[src/rtl/console_ser_emulator_if.sv]
// Bundles the console pins, the controller button bus and the poll status
// between the controller side (master) and the serial emulator (slave).
interface console_ser_emulator_if #(
  parameter int NUM_PLAYERS = 2,
  parameter int POLL_CNT_W  = 16
);

  logic                      mode;
  logic [NUM_PLAYERS*12-1:0] buttons;
  logic                      ser_latch;
  logic [NUM_PLAYERS-1:0]    ser_clk;
  logic [NUM_PLAYERS-1:0]    ser_data;
  logic                      poll_strobe;
  logic [POLL_CNT_W-1:0]     poll_count;

  modport master (
    output mode,
    output buttons,
    output ser_latch,
    output ser_clk,
    input  ser_data,
    input  poll_strobe,
    input  poll_count
  );

  modport slave (
    input  mode,
    input  buttons,
    input  ser_latch,
    input  ser_clk,
    output ser_data,
    output poll_strobe,
    output poll_count
  );

endinterface

[src/rtl/console_ser_emulator.sv]
// NES/SNES controller shift-register emulator for NUM_PLAYERS ports.
// The console latch and per-port serial clocks are asynchronous.
// They are synchronised, then edge-detected.
// Each port then shifts its own active-low frame out on a registered data pin.
module console_ser_emulator #(
  parameter int NUM_PLAYERS = 2,
  parameter int SYNC_STAGES = 2,
  parameter int POLL_CNT_W  = 16
) (
  input logic                   clk,
  input logic                   reset,
  console_ser_emulator_if.slave bus
);

  localparam int IDX_W = 5;
  localparam logic [IDX_W-1:0] IDX_EXHAUSTED = IDX_W'(16);
  localparam logic [IDX_W-1:0] LEN_NES       = IDX_W'(8);
  localparam logic [IDX_W-1:0] LEN_SNES      = IDX_W'(16);

  // Builds the active-low serial frame for one player.
  // Bit 0 is shifted out first.
  // Unused tail positions read as released (1).
  function automatic logic [15:0] buildFrame(input logic [11:0] b, input logic isSnes);
    logic [15:0] f;
    if (isSnes) begin
      f = {4'hF, ~b[11], ~b[10], ~b[8], ~b[6],
           ~b[3], ~b[2], ~b[1], ~b[0], ~b[4], ~b[5], ~b[9], ~b[7]};
    end else begin
      f = {8'hFF, ~b[3], ~b[2], ~b[1], ~b[0], ~b[4], ~b[5], ~b[7], ~b[6]};
    end
    return f;
  endfunction

  logic [SYNC_STAGES-1:0] r_latchSync;
  logic                   r_latchPrev;
  logic [SYNC_STAGES-1:0] r_clkSync [NUM_PLAYERS];
  logic [NUM_PLAYERS-1:0] r_clkPrev;

  logic                   r_frameMode;
  logic                   r_pollStrobe;
  logic [POLL_CNT_W-1:0]  r_pollCount;

  logic [15:0]            r_frame   [NUM_PLAYERS];
  logic [IDX_W-1:0]       r_index   [NUM_PLAYERS];
  logic [NUM_PLAYERS-1:0] r_serData;

  logic                   w_latchLevel;
  logic                   w_latchRise;
  logic [NUM_PLAYERS-1:0] w_clkRise;
  logic                   w_loadMode;
  logic [IDX_W-1:0]       w_frameLen;
  logic [15:0]            w_loadFrame [NUM_PLAYERS];
  logic [IDX_W-1:0]       w_nextIdx   [NUM_PLAYERS];

  // Synchroniser chains plus one history flop per console input for edge detection.
  always_ff @(posedge clk) begin
    if (reset) begin
      r_latchSync <= '0;
      r_latchPrev <= 1'b0;
      r_clkPrev   <= '0;
      for (int p = 0; p < NUM_PLAYERS; p++) begin
        r_clkSync[p] <= '0;
      end
    end else begin
      r_latchSync <= {r_latchSync[SYNC_STAGES-2:0], bus.ser_latch};
      r_latchPrev <= r_latchSync[SYNC_STAGES-1];
      for (int p = 0; p < NUM_PLAYERS; p++) begin
        r_clkSync[p] <= {r_clkSync[p][SYNC_STAGES-2:0], bus.ser_clk[p]};
        r_clkPrev[p] <= r_clkSync[p][SYNC_STAGES-1];
      end
    end
  end

  assign w_latchLevel = r_latchSync[SYNC_STAGES-1];
  assign w_latchRise  = w_latchLevel & ~r_latchPrev;

  // A reload on the rising latch edge takes the live mode.
  // Reloads while the latch is held use the mode captured at that edge.
  assign w_loadMode = w_latchRise ? bus.mode : r_frameMode;
  assign w_frameLen = r_frameMode ? LEN_SNES : LEN_NES;

  // Per-port rising-edge detect, candidate next index and reload frame.
  always_comb begin
    w_clkRise = '0;
    for (int p = 0; p < NUM_PLAYERS; p++) begin
      w_clkRise[p]   = r_clkSync[p][SYNC_STAGES-1] & ~r_clkPrev[p];
      w_nextIdx[p]   = r_index[p] + IDX_W'(1);
      w_loadFrame[p] = buildFrame(bus.buttons[12*p +: 12], w_loadMode);
    end
  end

  // Captures the frame mode, counts polls and raises a one-cycle strobe on each latch edge.
  always_ff @(posedge clk) begin
    if (reset) begin
      r_frameMode  <= 1'b0;
      r_pollStrobe <= 1'b0;
      r_pollCount  <= '0;
    end else begin
      r_pollStrobe <= w_latchRise;
      if (w_latchRise) begin
        r_frameMode <= bus.mode;
        r_pollCount <= r_pollCount + POLL_CNT_W'(1);
      end
    end
  end

  // A held latch keeps every port parallel-loading and parked on bit 0.
  // Otherwise each port shifts on its own clock edge and saturates past the frame end.
  always_ff @(posedge clk) begin
    if (reset) begin
      r_serData <= '1;
      for (int p = 0; p < NUM_PLAYERS; p++) begin
        r_frame[p] <= '1;
        r_index[p] <= IDX_EXHAUSTED;
      end
    end else begin
      for (int p = 0; p < NUM_PLAYERS; p++) begin
        if (w_latchLevel) begin
          r_frame[p]   <= w_loadFrame[p];
          r_index[p]   <= '0;
          r_serData[p] <= w_loadFrame[p][0];
        end else if (w_clkRise[p]) begin
          if (w_nextIdx[p] < w_frameLen) begin
            r_index[p]   <= w_nextIdx[p];
            r_serData[p] <= r_frame[p][w_nextIdx[p][3:0]];
          end else begin
            r_index[p]   <= w_frameLen;
            r_serData[p] <= 1'b1;
          end
        end
      end
    end
  end

  assign bus.ser_data    = r_serData;
  assign bus.poll_strobe = r_pollStrobe;
  assign bus.poll_count  = r_pollCount;

endmodule

[src/flat_wrapper.sv]
// flat-port wrapper written by rule: the top's interface ports become plain ports
module console_ser_emulator_flat 
#(
  parameter int NUM_PLAYERS = 2,
  parameter int SYNC_STAGES = 2,
  parameter int POLL_CNT_W  = 16
)
  (clk, reset, bus_mode, bus_buttons, bus_ser_latch, bus_ser_clk, bus_ser_data, bus_poll_strobe, bus_poll_count);
  console_ser_emulator_if #(.NUM_PLAYERS(NUM_PLAYERS), .POLL_CNT_W(POLL_CNT_W)) bus_i ();
  input logic clk;
  input logic reset;
  input wire logic [$bits(bus_i.mode)-1:0] bus_mode;
  input wire logic [$bits(bus_i.buttons)-1:0] bus_buttons;
  input wire logic [$bits(bus_i.ser_latch)-1:0] bus_ser_latch;
  input wire logic [$bits(bus_i.ser_clk)-1:0] bus_ser_clk;
  output wire logic [$bits(bus_i.ser_data)-1:0] bus_ser_data;
  output wire logic [$bits(bus_i.poll_strobe)-1:0] bus_poll_strobe;
  output wire logic [$bits(bus_i.poll_count)-1:0] bus_poll_count;
  assign bus_i.mode = bus_mode;
  assign bus_i.buttons = bus_buttons;
  assign bus_i.ser_latch = bus_ser_latch;
  assign bus_i.ser_clk = bus_ser_clk;
  assign bus_ser_data = bus_i.ser_data;
  assign bus_poll_strobe = bus_i.poll_strobe;
  assign bus_poll_count = bus_i.poll_count;
  console_ser_emulator #(.NUM_PLAYERS(NUM_PLAYERS), .SYNC_STAGES(SYNC_STAGES), .POLL_CNT_W(POLL_CNT_W)) u_core (.clk(clk), .reset(reset), .bus(bus_i));
endmodule
[config.mk]
export PLATFORM = sky130hd
export DESIGN_NAME = console_ser_emulator_flat
export DESIGN_NICKNAME = d
export VERILOG_FILES = /design/src/rtl/console_ser_emulator_if.sv /design/src/rtl/console_ser_emulator.sv /design/src/flat_wrapper.sv
export SDC_FILE = /design/constraint.sdc
export NUM_CORES = 1
export LEC_CHECK = 0
export ABC_AREA = 1
export CAP_MARGIN = 30
export CORE_MARGIN = 2
export CORE_UTILIZATION = 40
export CTS_BUF_LIST = sky130_fd_sc_hd__clkbuf_8
export CTS_CLUSTER_SIZE = 28
export DETAILED_ROUTE_END_ITERATION = 10
export MAX_ROUTING_LAYER = met4
export SLEW_MARGIN = 5
export SYNTH_ARGS = -nofsm -noshare
export SYNTH_HDL_FRONTEND = slang
export SYNTH_SLANG_ARGS = --single-unit
[constraint.sdc]
create_clock -name clk -period 2.17 [get_ports clk]
set_input_delay 0.217 -clock clk [delete_from_list [all_inputs] [get_ports clk]]
set_output_delay 0.217 -clock clk [all_outputs]
set_load 0.005 [all_outputs]
---- After elaboration in Yosys (flattened, before gate mapping) ----
Memory sizes are Yosys's and may differ from the RTL's.
Cells that the tools add are included.
word-level totals
  register bits after elaboration ......... 25
  RAM bits ................................ 38
  input port bits ......................... 30
  output and inout bits ................... 19
  memories ................................ 3
memory list
  memory            depth  width  read ports  clocked after memory_dff  wr ports  RTL line                    RTL
  u_core.r_frame    2      12     2           0                         2         console_ser_emulator.sv:43  logic [15:0] r_frame [NUM_PLAYERS];
  u_core.r_index    2      5      2           0                         2         console_ser_emulator.sv:44  logic [IDX_W-1:0] r_index [NUM_PLAYERS];
  u_core.r_clkSync  2      2      2           0                         2         console_ser_emulator.sv:36  logic [SYNC_STAGES-1:0] r_clkSync [NUM_PLAYERS];
cells by class
  $add $sub $neg .......................... 3
  $lt $le $gt $ge ......................... 4
  mux-type cells .......................... 50
  bitwise logic cells ..................... 40
  reductions and logical operators ........ 2
operators with widths
  operator                                                                       number
  12-bit 2-to-1 mux                                                              4
  1-bit 2-to-1 mux                                                               35
  5-bit 2-to-1 mux                                                               7
  1-bit NOT                                                                      27
  16-bit by 1-bit adder with 16-bit output (second input constant)               1
  5-bit by 1-bit adder with 5-bit output (second input constant)                 2
  4-bit by 5-bit less-than comparator with 1-bit output (second input constant)  2
  5-bit less-than comparator                                                     2
  1-bit bitwise OR                                                               10
  1-bit binary-select mux with 4-bit select                                      2
  2-bit 2-to-1 mux                                                               2
  2-bit nonzero test                                                             2
  1-bit bitwise AND                                                              3

---- Depth between registers and ports, before layout ----
An unclocked memory read counts as a cell.
  depth in word-level cells ............... 10
  mapped depth ............................ 13

---- Least setup slack after synthesis ----
OpenSTA, ideal clock, no wires.
  kind .................................... reg2reg
  start point ............................. mem u_core.r_index[1][0]
  end point ............................... mem u_core.r_index[1][3], data pin
  setup time .............................. 0.152 ns
  arrival ................................. 1.575 ns
  data required time ...................... 2.018 ns
  setup slack ............................. 0.442 ns
  stages on the path, launching flop included .. 10
  period minus slack after synthesis ...... 1.728 ns
  path through ............................ edfxtp_1 > ha_1 > nand3_1 > xnor2_1 > ha_1 > nand2_1 > nand3_1 > nor2_1 > nand2_1 > o21ai_0
RTL lines
  element             RTL line
  start: declaration  console_ser_emulator.sv:44

==> reports/metrics.csv <==
stage,metric,value,unit
run_status,outcome,finished clean,
synth,yosysTopAreaCell,edfxtp_1,
clock_tree,cts-root-buf,clkbuf_8,
setup_path,critPathRequiredTime,2.36,ns
die,pin_count,49,
cells_and_area,area_growth,28.1,%
timing,slew_headroom,66.3,%
die,die_w,91.7,um
global_route,overflow,0,
setup_path,crit_chain,ha_1 -> nand3_1 -> xnor2_1 -> ha_1 -> nand2_1 -> nand3_1 -> nor2_1 -> nand2_1 -> o21ai_0,
drt,route.vias.total,2485,
cells_and_area,antennaDiodeCount,0,
drt,drcViolationCount,0,
global_route,antenna_found_initial,0,
clock_tree,clock-sinks,63,
synth,syn_area,3080,um2
clock_tree,cts_resized,0,
timing,min_period,1.90,ns
placed_design,gp_congestion,0.831,
global_route,grt.total_usage,17.8,%
global_route,grt_first_pass_wirelength,11400,um
clock_tree,clkLatencyLatePin,0.34,ns
synth,synthDistinctLibCells,36,
drt,wl_per_cell,12.3,um
setup_path,worstSetupPathType,register to register,
synth,synth-main-ff-cell,edfxtp_1,
clock_tree,tritoncts,yes,
synth,async_reset_ff_share,0,%
die,rows,31,
synth,synthCells,366,
global_route,grt_max_degree,21,
drt,drt_iter0_drc,134,
drt,vias_per_cell,4.70,
clock_tree,cts_hold_buffers,0,
placed_design,port_buffers,48,
synth,synth_edf_count,34,
synth,synth_area_leaders,"edfxtp_1 (33%), dfxtp_1 (19%), nand2_1 (9.9%), nor2_1 (6.7%), inv_1 (6.2%)",
drt,drt-pass1-iter-count,4,
clock_tree,cts_buffer_depth,2,
die,start_util,42.0,%
global_route,grt_pass1_vias,2479,
timing,finalCritPeriodShare,87.6,%
cells_and_area,stdcell_area,3940,um2
clock_tree,htree_levels,3,
synth,yosysWarnings,0,
die,die_h,91.7,um
cells_and_area,final_cell_mix,"nand2_1 (81), nor2_1 (55), inv_1 (53)",
synth,synth_seq_cells,63,
pwr,power_density,722,nW/um2
timing,fmax,526,MHz
timing,hold_viol,0,
setup_path,cp-start-kind,register,
setup_path,worst-path-buf-inv,0,
clock_tree,clk_pin_slew,0.07,ns
drt,routed_wl,6510,um
timing,worst_pin_slew,0.505,ns
synth,syn_nets,401,
pwr,finalPower,2840,uW
die,die-area,8410,um2
synth,synth_seq_area_share,52.1,%
setup_path,slowest_stage,edfxtp_1,
timing,setup_violations,0,
synth,synth_top_area_share,33.2,%
hold_path,min_path_type,primary input to register,
cells_and_area,post-route-util,53.7,%
setup_path,end_kind,register,
setup_path,arrival,2.09,ns
timing,skew,0.0115,ns
placed_design,place_area,3690,um2
die,core,7330,um2
job,cap_violations,0,
cells_and_area,fin_nets,460,
setup_path,max_stage_delay,0.42,ns
clock_tree,post_cts_buffers,0,
pwr,vdd_drop_max,0.370,mV
cells_and_area,layout_commonest_cell,nand2_1,
cells_and_area,drive_above_1_share,8.84,%
drt,ant_nets,0,
timing,rsz0062_at_grt,no,
placed_design,dp_hpwl,4790,um
timing,finalSetupTns,0,ns
timing,slew_viol_final,0,
synth,syn_area_per_cell,8.40,um2
setup_path,cp_max_fo,4,
pwr,p_leak,0.00150,uW
setup_path,cp_top_family,adder cells,
clock_tree,numCtsBuffers,9,
setup_path,r2r_setup_slack,0.27,ns
## metrics by stage
stage               hold WS [ns]  cells  worst slack, ns
global placement           0.388    513            0.367
detailed placement         0.396    513            0.293
floorplan                  0.324    366            0.442
global route               0.383    529           0.0411
finish                     0.395    529            0.268
CTS                        0.376    529            0.273
## cell usage after synthesis, types with 2 or more instances
master    instances
clkbuf_1          4
dfxtp_1          29
nor2_4            2
nand3b_1          3
buf_6             2
o21ai_0          13
edfxtp_1         34
nand3_4           2
a21oi_1          15
xor2_1            4
nand3_1          27
nand4_1           4
ha_1              5
o211ai_1          2
nand2_1          81
nand2_2           3
xnor2_1           4
nor3_1           10
inv_1            51
nor2_1           55
## worst paths after layout
path,from,cells after the start,to
max,u_core.r_index[1][1]$_SDFFCE_PP0P_,9,u_core.r_index[1][3]$_SDFFCE_PN0P_
min,bus_ser_clk[0],3,u_core.r_clkSync[0][0]$_SDFF_PP0_
max reg2reg,u_core.r_index[1][1]$_SDFFCE_PP0P_,9,u_core.r_index[1][3]$_SDFFCE_PN0P_
min reg2reg,u_core.r_clkSync[0][0]$_SDFF_PP0_,2,u_core.r_clkSync[0][1]$_SDFF_PP0_
## sequential cells by signal (all words and copies together) (netlist names)
name                    flops
u_core.bus.poll_count      16
u_core.bus.ser_data         2
u_core.bus.poll_strobe      1
u_core.r_frameMode          1
u_core.r_index             10
u_core.r_clkPrev            2
u_core.r_latchPrev          1
u_core.r_clkSync            4
u_core.r_latchSync          2
u_core.r_frame             24
## worst min-delay path, delay by kind of cell
family	cells	cell delay [ns]
and+or+nand+nor	1	0.03
buffers and inverters	2	0.44
## cell type report
type                            count  area, um2
Fill cell                         689       3390
Sequential cell                    63       1600
Multi-Input combinational cell    242       1220
Timing Repair Buffer               56        541
Inverter                           53        204
Clock buffer                       11        151
Tap cell                           99        124
Clock inverter                      5       97.6
## logic make-up (layout without fill, tap and decap cells)
group | count (synthesis) | in the layout | share of synthesized area, %
XOR/XNOR | 8 | 8 | 2.28
AO/OA/AOI/OAI | 36 | 36 | 6.59
flip-flops | 63 | 63 | 52.1
buffers and inverters | 61 | 125 | 8.26
AND/OR/NAND/NOR | 193 | 193 | 28.8
adder cells (fa/ha/maj) | 5 | 5 | 2.03
## per-layer routing
metal	global-route usage (%)	part of all wire [%]	vias to the layer above
li1	-	-	1302
met1	23.1	50	1134
met4	7.58	1.8	0
met3	4.11	3.2	9
met2	26.8	45	40
met5	-	0	-
## where the power goes
| part | switching, uW | internal (uW) |
|---|---|---|
| logic | 141 | 119 |
| registers | 18.8 | 1290 |
| clock network | 458 | 818 |
Power figures use the tool's default switching activity.
